### src/rtl/seg7_pkg.sv
// Shared constants for the memory-mapped 7-segment scan controller:
// register map, CTRL bit positions, active-high hex segment patterns.
package seg7_pkg;

    localparam logic [1:0] SEG7_DATA  = 2'd0;
    localparam logic [1:0] SEG7_CTRL  = 2'd1;
    localparam logic [1:0] SEG7_BLINK = 2'd2;
    localparam logic [1:0] SEG7_DP    = 2'd3;

    localparam int CTRL_W        = 3;
    localparam int CTRL_EN       = 0;
    localparam int CTRL_BLINK_EN = 1;
    localparam int CTRL_LZB      = 2;

    // Segment order g..a, bit 0 = a.
    localparam logic [6:0] SEG7_HEX_0 = 7'h3F;
    localparam logic [6:0] SEG7_HEX_1 = 7'h06;
    localparam logic [6:0] SEG7_HEX_2 = 7'h5B;
    localparam logic [6:0] SEG7_HEX_3 = 7'h4F;
    localparam logic [6:0] SEG7_HEX_4 = 7'h66;
    localparam logic [6:0] SEG7_HEX_5 = 7'h6D;
    localparam logic [6:0] SEG7_HEX_6 = 7'h7D;
    localparam logic [6:0] SEG7_HEX_7 = 7'h07;
    localparam logic [6:0] SEG7_HEX_8 = 7'h7F;
    localparam logic [6:0] SEG7_HEX_9 = 7'h6F;
    localparam logic [6:0] SEG7_HEX_A = 7'h77;
    localparam logic [6:0] SEG7_HEX_B = 7'h7C;
    localparam logic [6:0] SEG7_HEX_C = 7'h39;
    localparam logic [6:0] SEG7_HEX_D = 7'h5E;
    localparam logic [6:0] SEG7_HEX_E = 7'h79;
    localparam logic [6:0] SEG7_HEX_F = 7'h71;

    function automatic logic [31:0] byte_merge(input logic [31:0] cur,
                                               input logic [31:0] wd,
                                               input logic [3:0]  be);
        logic [31:0] res;
        res = cur;
        for (int i = 0; i < 4; i++) begin
            if (be[i]) begin
                res[8*i +: 8] = wd[8*i +: 8];
            end
        end
        return res;
    endfunction

endpackage

### src/rtl/seg7_scan_mmio_if.sv
// MMIO register bus between the seg7 chip-select decode and the scan controller.
interface seg7_scan_mmio_if;
    logic        we;
    logic [1:0]  addr;
    logic [3:0]  amp;
    logic [31:0] wdata;
    logic [31:0] rdata;

    modport master (output we, addr, amp, wdata, input rdata);
    modport slave  (input we, addr, amp, wdata, output rdata);
endinterface

### src/rtl/seg7_hex_decode.sv
// Combinational nibble to active-high 7-segment pattern decoder.
module seg7_hex_decode
    import seg7_pkg::*;
(
    input  logic [3:0] nibble,
    output logic [6:0] seg
);

    // Hex lookup.
    always_comb begin
        seg = 7'h00;
        case (nibble)
            4'h0:    seg = SEG7_HEX_0;
            4'h1:    seg = SEG7_HEX_1;
            4'h2:    seg = SEG7_HEX_2;
            4'h3:    seg = SEG7_HEX_3;
            4'h4:    seg = SEG7_HEX_4;
            4'h5:    seg = SEG7_HEX_5;
            4'h6:    seg = SEG7_HEX_6;
            4'h7:    seg = SEG7_HEX_7;
            4'h8:    seg = SEG7_HEX_8;
            4'h9:    seg = SEG7_HEX_9;
            4'hA:    seg = SEG7_HEX_A;
            4'hB:    seg = SEG7_HEX_B;
            4'hC:    seg = SEG7_HEX_C;
            4'hD:    seg = SEG7_HEX_D;
            4'hE:    seg = SEG7_HEX_E;
            4'hF:    seg = SEG7_HEX_F;
            default: seg = 7'h00;
        endcase
    end

endmodule

### src/rtl/seg7_scan_mmio.sv
// Memory-mapped 7-segment scan controller: register file, digit scan,
// blink phase, leading-zero blanking and registered segment/anode drive.
module seg7_scan_mmio
    import seg7_pkg::*;
#(
    parameter int DIGITS     = 8,
    parameter int SCAN_CNT   = 100000,
    parameter int BLINK_CNT  = 64,
    parameter int ACTIVE_LOW = 1
) (
    input  logic              clk,
    input  logic              rst,
    seg7_scan_mmio_if.slave   bus,
    output logic [7:0]        seg_o,
    output logic [DIGITS-1:0] an_o
);

    localparam int DATA_W = 4 * DIGITS;
    localparam int IDX_W  = (DIGITS > 1) ? $clog2(DIGITS) : 1;
    localparam int PRE_W  = $clog2(SCAN_CNT);
    localparam int RND_W  = (BLINK_CNT > 1) ? $clog2(BLINK_CNT) : 1;

    localparam logic [PRE_W-1:0]  PRE_LAST = PRE_W'(SCAN_CNT - 1);
    localparam logic [IDX_W-1:0]  IDX_LAST = IDX_W'(DIGITS - 1);
    localparam logic [RND_W-1:0]  RND_LAST = RND_W'(BLINK_CNT - 1);
    localparam logic [7:0]        SEG_OFF  = (ACTIVE_LOW != 0) ? 8'hFF : 8'h00;
    localparam logic [DIGITS-1:0] AN_OFF   = (ACTIVE_LOW != 0) ? {DIGITS{1'b1}} : {DIGITS{1'b0}};

    logic [DATA_W-1:0] data_r;
    logic [CTRL_W-1:0] ctrl_r;
    logic [DIGITS-1:0] blink_r;
    logic [DIGITS-1:0] dp_r;

    logic [PRE_W-1:0]  pre_r;
    logic [IDX_W-1:0]  idx_r;
    logic [RND_W-1:0]  rnd_r;
    logic              ph_r;

    logic [31:0]       rdata_s;
    logic [31:0]       wr_merge_s;
    logic [3:0]        nibble_s;
    logic [6:0]        hex_s;
    logic [DATA_W-1:0] upper_s;
    logic              blank_s;
    logic [7:0]        seg_nxt_s;
    logic [DIGITS-1:0] an_nxt_s;

    // Zero-extended readback of the addressed register.
    always_comb begin
        rdata_s = 32'h0;
        case (bus.addr)
            SEG7_DATA:  rdata_s = 32'(data_r);
            SEG7_CTRL:  rdata_s = 32'(ctrl_r);
            SEG7_BLINK: rdata_s = 32'(blink_r);
            SEG7_DP:    rdata_s = 32'(dp_r);
            default:    rdata_s = 32'h0;
        endcase
    end

    assign bus.rdata  = rdata_s;
    // The readback value doubles as the old contents for byte-lane merging.
    assign wr_merge_s = byte_merge(rdata_s, bus.wdata, bus.amp);

    // Register file writes with byte enables.
    always_ff @(posedge clk or posedge rst) begin
        if (rst) begin
            data_r  <= '0;
            ctrl_r  <= CTRL_W'(1);
            blink_r <= '0;
            dp_r    <= '0;
        end else if (bus.we) begin
            case (bus.addr)
                SEG7_DATA:  data_r  <= wr_merge_s[DATA_W-1:0];
                SEG7_CTRL:  ctrl_r  <= wr_merge_s[CTRL_W-1:0];
                SEG7_BLINK: blink_r <= wr_merge_s[DIGITS-1:0];
                SEG7_DP:    dp_r    <= wr_merge_s[DIGITS-1:0];
                default:    data_r  <= data_r;
            endcase
        end
    end

    // Prescaler, digit index, scan-round counter and blink phase.
    always_ff @(posedge clk or posedge rst) begin
        if (rst) begin
            pre_r <= '0;
            idx_r <= '0;
            rnd_r <= '0;
            ph_r  <= 1'b0;
        end else if (pre_r == PRE_LAST) begin
            pre_r <= '0;
            if (idx_r == IDX_LAST) begin
                idx_r <= '0;
                if (rnd_r == RND_LAST) begin
                    rnd_r <= '0;
                    ph_r  <= ~ph_r;
                end else begin
                    rnd_r <= rnd_r + RND_W'(1);
                end
            end else begin
                idx_r <= idx_r + IDX_W'(1);
            end
        end else begin
            pre_r <= pre_r + PRE_W'(1);
        end
    end

    assign nibble_s = data_r[{idx_r, 2'b00} +: 4];
    assign upper_s  = data_r >> {idx_r, 2'b00};

    seg7_hex_decode u_hex_decode (
        .nibble (nibble_s),
        .seg    (hex_s)
    );

    // Blanking decision and polarity for the selected digit.
    always_comb begin
        blank_s = (!ctrl_r[CTRL_EN])
               || (ctrl_r[CTRL_BLINK_EN] && blink_r[idx_r] && ph_r)
               || (ctrl_r[CTRL_LZB] && (idx_r != '0) && (upper_s == '0));
        if (blank_s) begin
            seg_nxt_s = 8'h00;
        end else begin
            seg_nxt_s = {dp_r[idx_r], hex_s};
        end
        if (ctrl_r[CTRL_EN]) begin
            an_nxt_s = DIGITS'(1) << idx_r;
        end else begin
            an_nxt_s = '0;
        end
        if (ACTIVE_LOW != 0) begin
            seg_nxt_s = ~seg_nxt_s;
            an_nxt_s  = ~an_nxt_s;
        end else begin
            seg_nxt_s = seg_nxt_s;
            an_nxt_s  = an_nxt_s;
        end
    end

    // Registered pin drive.
    always_ff @(posedge clk or posedge rst) begin
        if (rst) begin
            seg_o <= SEG_OFF;
            an_o  <= AN_OFF;
        end else begin
            seg_o <= seg_nxt_s;
            an_o  <= an_nxt_s;
        end
    end

endmodule

### src/flat_wrapper.sv
// flat-port wrapper written by rule: the top's interface ports become plain ports
module seg7_scan_mmio_flat import seg7_pkg::*;
#(
    parameter int DIGITS     = 8,
    parameter int SCAN_CNT   = 100000,
    parameter int BLINK_CNT  = 64,
    parameter int ACTIVE_LOW = 1
)
  (clk, rst, seg_o, an_o, bus_we, bus_addr, bus_amp, bus_wdata, bus_rdata);
  seg7_scan_mmio_if bus_i ();
  input  logic clk;
  input  logic rst;
  output logic [7:0] seg_o;
  output logic [DIGITS-1:0] an_o;
  input wire logic [$bits(bus_i.we)-1:0] bus_we;
  input wire logic [$bits(bus_i.addr)-1:0] bus_addr;
  input wire logic [$bits(bus_i.amp)-1:0] bus_amp;
  input wire logic [$bits(bus_i.wdata)-1:0] bus_wdata;
  output wire logic [$bits(bus_i.rdata)-1:0] bus_rdata;
  assign bus_i.we = bus_we;
  assign bus_i.addr = bus_addr;
  assign bus_i.amp = bus_amp;
  assign bus_i.wdata = bus_wdata;
  assign bus_rdata = bus_i.rdata;
  seg7_scan_mmio #(.DIGITS(DIGITS), .SCAN_CNT(SCAN_CNT), .BLINK_CNT(BLINK_CNT), .ACTIVE_LOW(ACTIVE_LOW)) u_core (.clk(clk), .rst(rst), .bus(bus_i), .seg_o(seg_o), .an_o(an_o));
endmodule
### config.mk
export PLATFORM = sky130hd
export DESIGN_NAME = seg7_scan_mmio_flat
export DESIGN_NICKNAME = d
export VERILOG_FILES = /design/src/rtl/seg7_pkg.sv /design/src/rtl/seg7_scan_mmio_if.sv /design/src/rtl/seg7_hex_decode.sv /design/src/rtl/seg7_scan_mmio.sv /design/src/flat_wrapper.sv
export SDC_FILE = /design/constraint.sdc
export NUM_CORES = 1
export LEC_CHECK = 0
export BUFFER_PORTS_ARGS = -buffer_cell sky130_fd_sc_hd__buf_4
export CORE_MARGIN = 1.5
export CORE_UTILIZATION = 25
export DETAILED_ROUTE_END_ITERATION = 10
export HOLD_SLACK_MARGIN = 0.05
export PLACE_DENSITY_LB_ADDON = 0.12
export SLEW_MARGIN = 20
export SYNTH_ARGS = -nofsm -noshare
export SYNTH_HDL_FRONTEND = slang
export SYNTH_SLANG_ARGS = --single-unit
### constraint.sdc
create_clock -name clk -period 4.4 [get_ports clk]
set_clock_uncertainty 0.2 [all_clocks]
set_input_delay 0.66 -clock clk [delete_from_list [all_inputs] [get_ports clk]]
set_output_delay 0.66 -clock clk [all_outputs]
set_load 0.05 [all_outputs]
==> reports/qor.yml, run 1 <==
status: "finished clean"
met3_usage_pct: 4.09
grtUsageMet2_pct: 19.9
r2r_cells: 8
grt_max_degree: 36
clockBufferDepth: 2
die_w_um: 145
worstSetupStartpoint: "u_core.idx_r[0]"
wl_mm: 13.5
hold_class: "input port to async pin"
drive_above_1_share_pct: 32.8
cp_max_fo: 15
coreArea_mm2: 0.0197
vias: 3774
crit_path_start_kind: "flip-flop"
clk_pin_slew_ns: 0.07
endpoint: "u_core.seg_o[3]"
multiInputGateArea_mm2: 0.00254
busiest_layer: "met2"
wl_per_cell_um: 16.7
synth_xor_area_share_pct: 3.12
setup_viol: 0
worstSkewPairLatency_ns: 0.35
ff2ff_setup_slack_ns: 1.03
cts_tree: "yes"
grt_pass1_wl_mm: 22.3
clock_sinks: 94
drv_slew: 0
peakVddDrop_uv: 180
crit_required_ns: 4.47
end_kind: "flip-flop"
ios: 89
gp_congestion: 0.772
synth_fa_ha_area_share_pct: 3.47
cts-root-buf: "clkbuf_16"
die_area_mm2: 0.0211
max_cap_viol_count: 0
antenna_found_initial: 0
grt.total_usage_pct: 13.5
final-seq-area_mm2: 0.00237
synth_nets: 512
overflow: 0
power.density_mw_per_mm2: 448
p_leak_nw: 2.78
fmax_ghz: 0.297
ys.flop_type: "dfrtp_1"
via_per_inst: 4.67
die_h_um: 145
dr.first_iter.drc_count: 321
drc: 0
yosysUniqueCellTypes: 56
layout.nets: 593
critical_path.top_delay_family: "multiplexers"
htreeDepth: 3
antenna_left: 0
post_cts_buffers: 0
hold_viol: 0
fillers: 2100
synth_compound_area_share_pct: 10.3
initial_core_util_pct: 25.7
worstMarginPinSlew_ns: 0.629
yosysMostFrequentCell: "dfrtp_1"
worst-path-stages: 8
hold_buffers: 0
cpMaxStageDelayCell: "dfrtp_1"
yosys.area.top_type: "dfrtp_1"
max_slew_margin_pct: 57.9
critical-path-max-stage-delay_ns: 0.68
num_rows: 51
ys.warnings.count: 0
port_buffers: 88
worstSetupPathType: "flip-flop to flip-flop"
grt_pass1_vias: 3848
synth_cells: 457
muxShareOfSynthArea_pct: 17.9
worstPathCellList: "mux4_2 -> mux2i_1 -> ha_1 -> o2111ai_1 -> nor3_1 -> a41oi_2 -> a31oi_4 -> o21bai_1"
netlist.area_leader.share_pct: 38.2
rsz0062_at_grt: "no"
path_buf_inv: 0
hpwl_mm: 10.1
ys_ff_latch: 94
synth_common_cells: "dfrtp_1, nand2_1, o21ai_0, mux2_2, nor2_1"
reg2reg_to: "u_core.seg_o[3]"
synth_seq_area_share_pct: 47.0
fin_crit_ns: 3.37
r2r_start: "u_core.idx_r[0]"
synthSimpleGateAreaFrac_pct: 15.6
synth_edf_count: 0
syn_avg_cell_area_um2: 11.0
drt_pass1_iterations: 4
fin_setup_tns_ns: 0
synthArstFlopShare_pct: 100
mappedNetlistArea_mm2: 0.00505
cp.arrival_ns: 3.44
cts_made_buffers: 9
area_delta_synth_final_pct: 25.3
synthTopCellsByArea: "dfrtp_1, dfstp_2, mux2_2, mux4_2, nand2_1"
use_met1_pct: 19.1
ctsResizeCount: 0
total_power_mw: 2.83
period_share_pct: 76.5
synth_top_family_by_area: "multiplexers"
antenna_cells: 0
[placed cells by master (no fill, tap or decap), types with 8 or more instances in the layout]
cell / n
and2_1: 25
and3_1: 8
buf_4: 93
clkbuf_16: 9
dfrtp_1: 77
dfstp_2: 17
ha_1: 14
mux2_2: 32
mux2i_1: 16
mux4_2: 13
nand2_1: 49
nand3_1: 16
nor2_1: 32
o21ai_0: 33
xnor2_1: 12
[cell type report]
type | instances | area share (%)
well taps | 265 | 5.24
inverters | 8 | 0.495
clock buffers | 10 | 3.62
clock inverters | 6 | 1.84
multi-input cells | 332 | 40.2
flip-flops and latches | 94 | 37.5
repair buffers | 93 | 11.0
[where the power goes]
part / switching (mW) / leakage, nW / internal, mW / total, mW
logic: 0.464 / 1.45 / 0.299 / 0.763
clock network: 0.363 / 0.168 / 0.562 / 0.925
registers: 0.132 / 1.16 / 1.01 / 1.14
total: 0.959 / 2.78 / 1.87 / 2.83
[metrics by stage]
stage / worst slack (ns) / cell area (um2) / util, % / hold WS [ns] / instances
2_1_floorplan: 1.12 / 5050 / - / 0.246 / 457
3_3_place_gp: 1.25 / 5980 / 30.4 / 0.273 / 792
3_5_place_dp: 1.03 / 5980 / 30.4 / 0.271 / 792
4_1_cts: 0.984 / 6320 / 32.2 / 0.145 / 808
5_1_grt: 0.741 / 6320 / 32.2 / 0.163 / 808
6_report: 1.03 / 6320 / 32.2 / 0.132 / 808
[sequential cells by signal, summed over array words and instances (netlist names)]
signal          flops
u_core.idx_r        3
u_core.ctrl_r       3
u_core.pre_r       17
u_core.data_r      32
u_core.an_o         8
u_core.rnd_r        6
u_core.dp_r         8
u_core.seg_o        8
u_core.blink_r      8
u_core.ph_r         1
[layer usage]
| metal | vias up | share of wire, % |
|---|---|---|
| li1 | 1801 | - |
| met1 | 1867 | 49 |
| met2 | 99 | 45 |
| met3 | 7 | 5.6 |
| met4 | 0 | 0.97 |
| met5 | - | 0 |
[kinds of logic (layout without fill, tap and decap cells)]
family	after synthesis	in the layout
buf+inv	31	117
xor+xnor	18	18
fa+ha+maj	14	14
flops	94	94
compound gates	75	75
mux	65	65
simple gates	160	160
[worst min-delay path by stage]
stage	endpoint	cells past startpoint	start	slack, ns
2_1_floorplan	u_core.rnd_r[4]	1	u_core.rnd_r[4]	0.25
6_report	u_core.rnd_r[5]	2	rst	0.13
5_1_grt	u_core.rnd_r[1]	2	rst	0.16
3_5_place_dp	u_core.rnd_r[4]	1	u_core.rnd_r[4]	0.27
4_1_cts	u_core.rnd_r[1]	2	rst	0.14
3_3_place_gp	u_core.rnd_r[4]	1	u_core.rnd_r[4]	0.27
Note: power is estimated with default switching activity, not from simulation.
==> inputs of run 2 (changes only) <==
==> constraint.sdc (replaced) <==
create_clock -name clk -period 3.25 [get_ports clk]
set_clock_uncertainty 0.2 [all_clocks]
set_input_delay 0.4875 -clock clk [delete_from_list [all_inputs] [get_ports clk]]
set_output_delay 0.4875 -clock clk [all_outputs]
set_load 0.05 [all_outputs]
==> run 2 against run 1 <==
Register-to-register slack worse by 0.66 ns. Final area down 0.34%. Setup slack got worse by 0.66 ns. Highest routed layer unchanged. First-iteration DRC count fell by 21%. Critical endpoint unchanged. Maximum frequency is 17% higher.
==> reports/qor.yml, run 2 (synthesis results as in run 1) <==
seqPwrFrac_pct: 43.6  # +3.2 points
drc: 0  # unchanged
cts_tree: "yes"
cpMaxStageDelayCell: "mux4_2"
whs_path_depth: 2
die_h_um: 145  # unchanged
largest_register_ffs: 32  # unchanged
drv_slew: 0  # unchanged
port_buffers: 88  # unchanged
drt_pass1_iterations: 4  # unchanged
overflow: 0  # unchanged
fillers: 2032  # -3.2%
hold_end: "u_core.data_r[29]"
drive_above_1_share_pct: 32.5  # -0.24 points
p_sw_mw: 1.27  # +32%
worstPathCellList: "mux4_2 -> mux2i_1 -> ha_1 -> o2111ai_1 -> nor3_1 -> a41oi_2 -> a31oi_4 -> o21bai_1"
worstSkewPairLatency_ns: 0.34  # about the same
gp_congestion: 0.817  # +5.9%
die_w_um: 145  # unchanged
final_common_cell: "buf_4"
fin_setup_tns_ns: 0  # unchanged
dr.first_iter.drc_count: 252  # -21%
hpwl_mm: 10.3  # +2.0%
r2r_start: "u_core.idx_r[0]"
clockBufferDepth: 2  # unchanged
fmax_ghz: 0.347  # +17%
reg2reg_to: "u_core.seg_o[3]"
vias: 3850  # +2.0%
final_cell_area_mm2: 0.00630  # -0.34%
dp_slack_ns: 0.357  # -0.669 ns
p_sw_share_pct: 35.2  # +1.4 points
hold_slack_ns: 0.171  # +0.0389 ns
ff2ff_setup_slack_ns: 0.37  # -0.66 ns
end_kind: "flip-flop"
p_leak_nw: 2.77  # -0.49%
coreArea_mm2: 0.0197  # unchanged
crit_required_ns: 3.31  # -1.16 ns
layout_common_cells: "buf_4, dfrtp_1, nand2_1"
cts_made_buffers: 9  # unchanged
crit_path_start_kind: "flip-flop"
reg.largest.list: "u_core.data_r x32, u_core.pre_r x17"
ios: 89  # unchanged
grt.total_usage_pct: 13.7  # +0.21 points
critical-path-max-stage-delay_ns: 0.57  # -0.11 ns
internal-power_mw: 2.33  # +24%
grt_pass1_vias: 3942  # +2.4%
cts-root-buf: "clkbuf_16"
period_share_pct: 88.6  # +12 points
wl_per_cell_um: 16.9  # +1.3%
die_area_mm2: 0.0211  # unchanged
antenna_left: 0  # unchanged
ctsResizeCount: 0  # unchanged
layout.nets: 597  # +0.67%
max_cap_viol_count: 0  # unchanged
peakVddDrop_uv: 265  # +47%
hp-start: "bus_wdata[29]"
area_delta_synth_final_pct: 24.8
status: "finished clean"
hold_viol: 0  # unchanged
clk_pin_slew_ns: 0.07  # about the same
regMostFlops: "u_core.data_r"
worstMarginPinSlew_ns: 0.650  # +0.0212 ns
antenna_cells: 0  # unchanged
via_per_inst: 4.74  # +1.5%
antenna_found_initial: 0  # unchanged
hold_class: "input port to flip-flop"
grt_pass1_wl_mm: 22.7  # +1.7%
setup_viol: 0  # unchanged
fin_ws_ns: 0.372  # -0.660 ns
worstSetupPathType: "flip-flop to flip-flop"
wl_mm: 13.7  # +1.8%
clock_sinks: 94  # unchanged
grt_max_degree: 61  # +69%
clkPwrFrac_pct: 27.4  # -5.3 points
htreeDepth: 3  # unchanged
p_comb_share_pct: 29.0  # +2.0 points
placed_cell_area_mm2: 0.00603  # +0.80%
power.density_mw_per_mm2: 570  # +27%
cp.arrival_ns: 2.94  # -0.50 ns
r2r_cells: 8  # unchanged
fin_crit_ns: 2.88  # -0.490 ns
max_slew_margin_pct: 56.6  # -1.3 points
cp_max_fo: 8  # -7
rsz0062_at_grt: "no"
initial_core_util_pct: 25.7  # unchanged
num_rows: 51  # unchanged
==> run 2: power by group through the flow <==
stage,Sequential (mW),Clock [mW],Combinational (mW)
final,1.57,0.985,1.04
after global routing,1.60,1.07,1.12
after CTS,1.57,1.02,1.05
after detailed placement,1.59,0,1.04
after global placement,1.60,0,1.03
after floorplan,1.64,0,0.615
==> run 2: layout make-up <==
class / instances / area, um2 / area share, %
multi-input combinational: 332 / 2540 / 40.4
timing repair buffer: 97 / 756 / 12.0
clock buffer: 14 / 254 / 4.03
sequential: 94 / 2370 / 37.7
clock inverter: 2 / 12.5 / 0.199
inverter: 8 / 31.3 / 0.496
tap: 265 / 332 / 5.26
==> run 2: how the worst max path moves through the flow <==
stage / endpoint / start / depth (start not counted) / slack (ns)
after global routing: u_core.seg_o[3] / u_core.idx_r[0] / 8 / 0.19
after global placement: u_core.seg_o[3] / u_core.idx_r[0] / 8 / 0.53
after floorplan: u_core.blink_r[0] / rst / 1 / 0.14
after CTS: u_core.seg_o[3] / u_core.idx_r[0] / 8 / 0.34
after detailed placement: u_core.seg_o[3] / u_core.idx_r[0] / 8 / 0.36
final: u_core.seg_o[3] / u_core.idx_r[0] / 8 / 0.37
==> run 2: stage by stage <==
stage | std cells | total power [mW] | utilization (%)
finish | 812 | 3.59 | 32.1
global route | 812 | 3.79 | 32.1
CTS | 812 | 3.64 | 32.1
detailed placement | 795 | 2.63 | 30.7
global placement | 795 | 2.63 | 30.7
floorplan | 457 | 2.25 | -
==> run 2: metal layers <==
layer,vias to the layer above,global-route usage (%),share of wire (%)
li1,1816,-,-
met1,1936,19.4,50
met2,88,20.5,45
met3,10,3.90,4.3
met4,0,3.21,1.2
met5,-,0,0
==> run 2: worst max-delay path, delay by kind of cell, from the launching register on <==
| kind | cells | cell delay [ns] |
|---|---|---|
| compound gates | 4 | 0.76 |
| fa+ha+maj | 1 | 0.24 |
| flops | 1 | 0.56 |
| mux | 2 | 0.80 |
| simple gates | 1 | 0.23 |
==> run 2: timing repair <==
item	in CTS	in global routing
hold buffers	1	0
endpoints found under the hold margin	24	0
buffers inserted	0	0
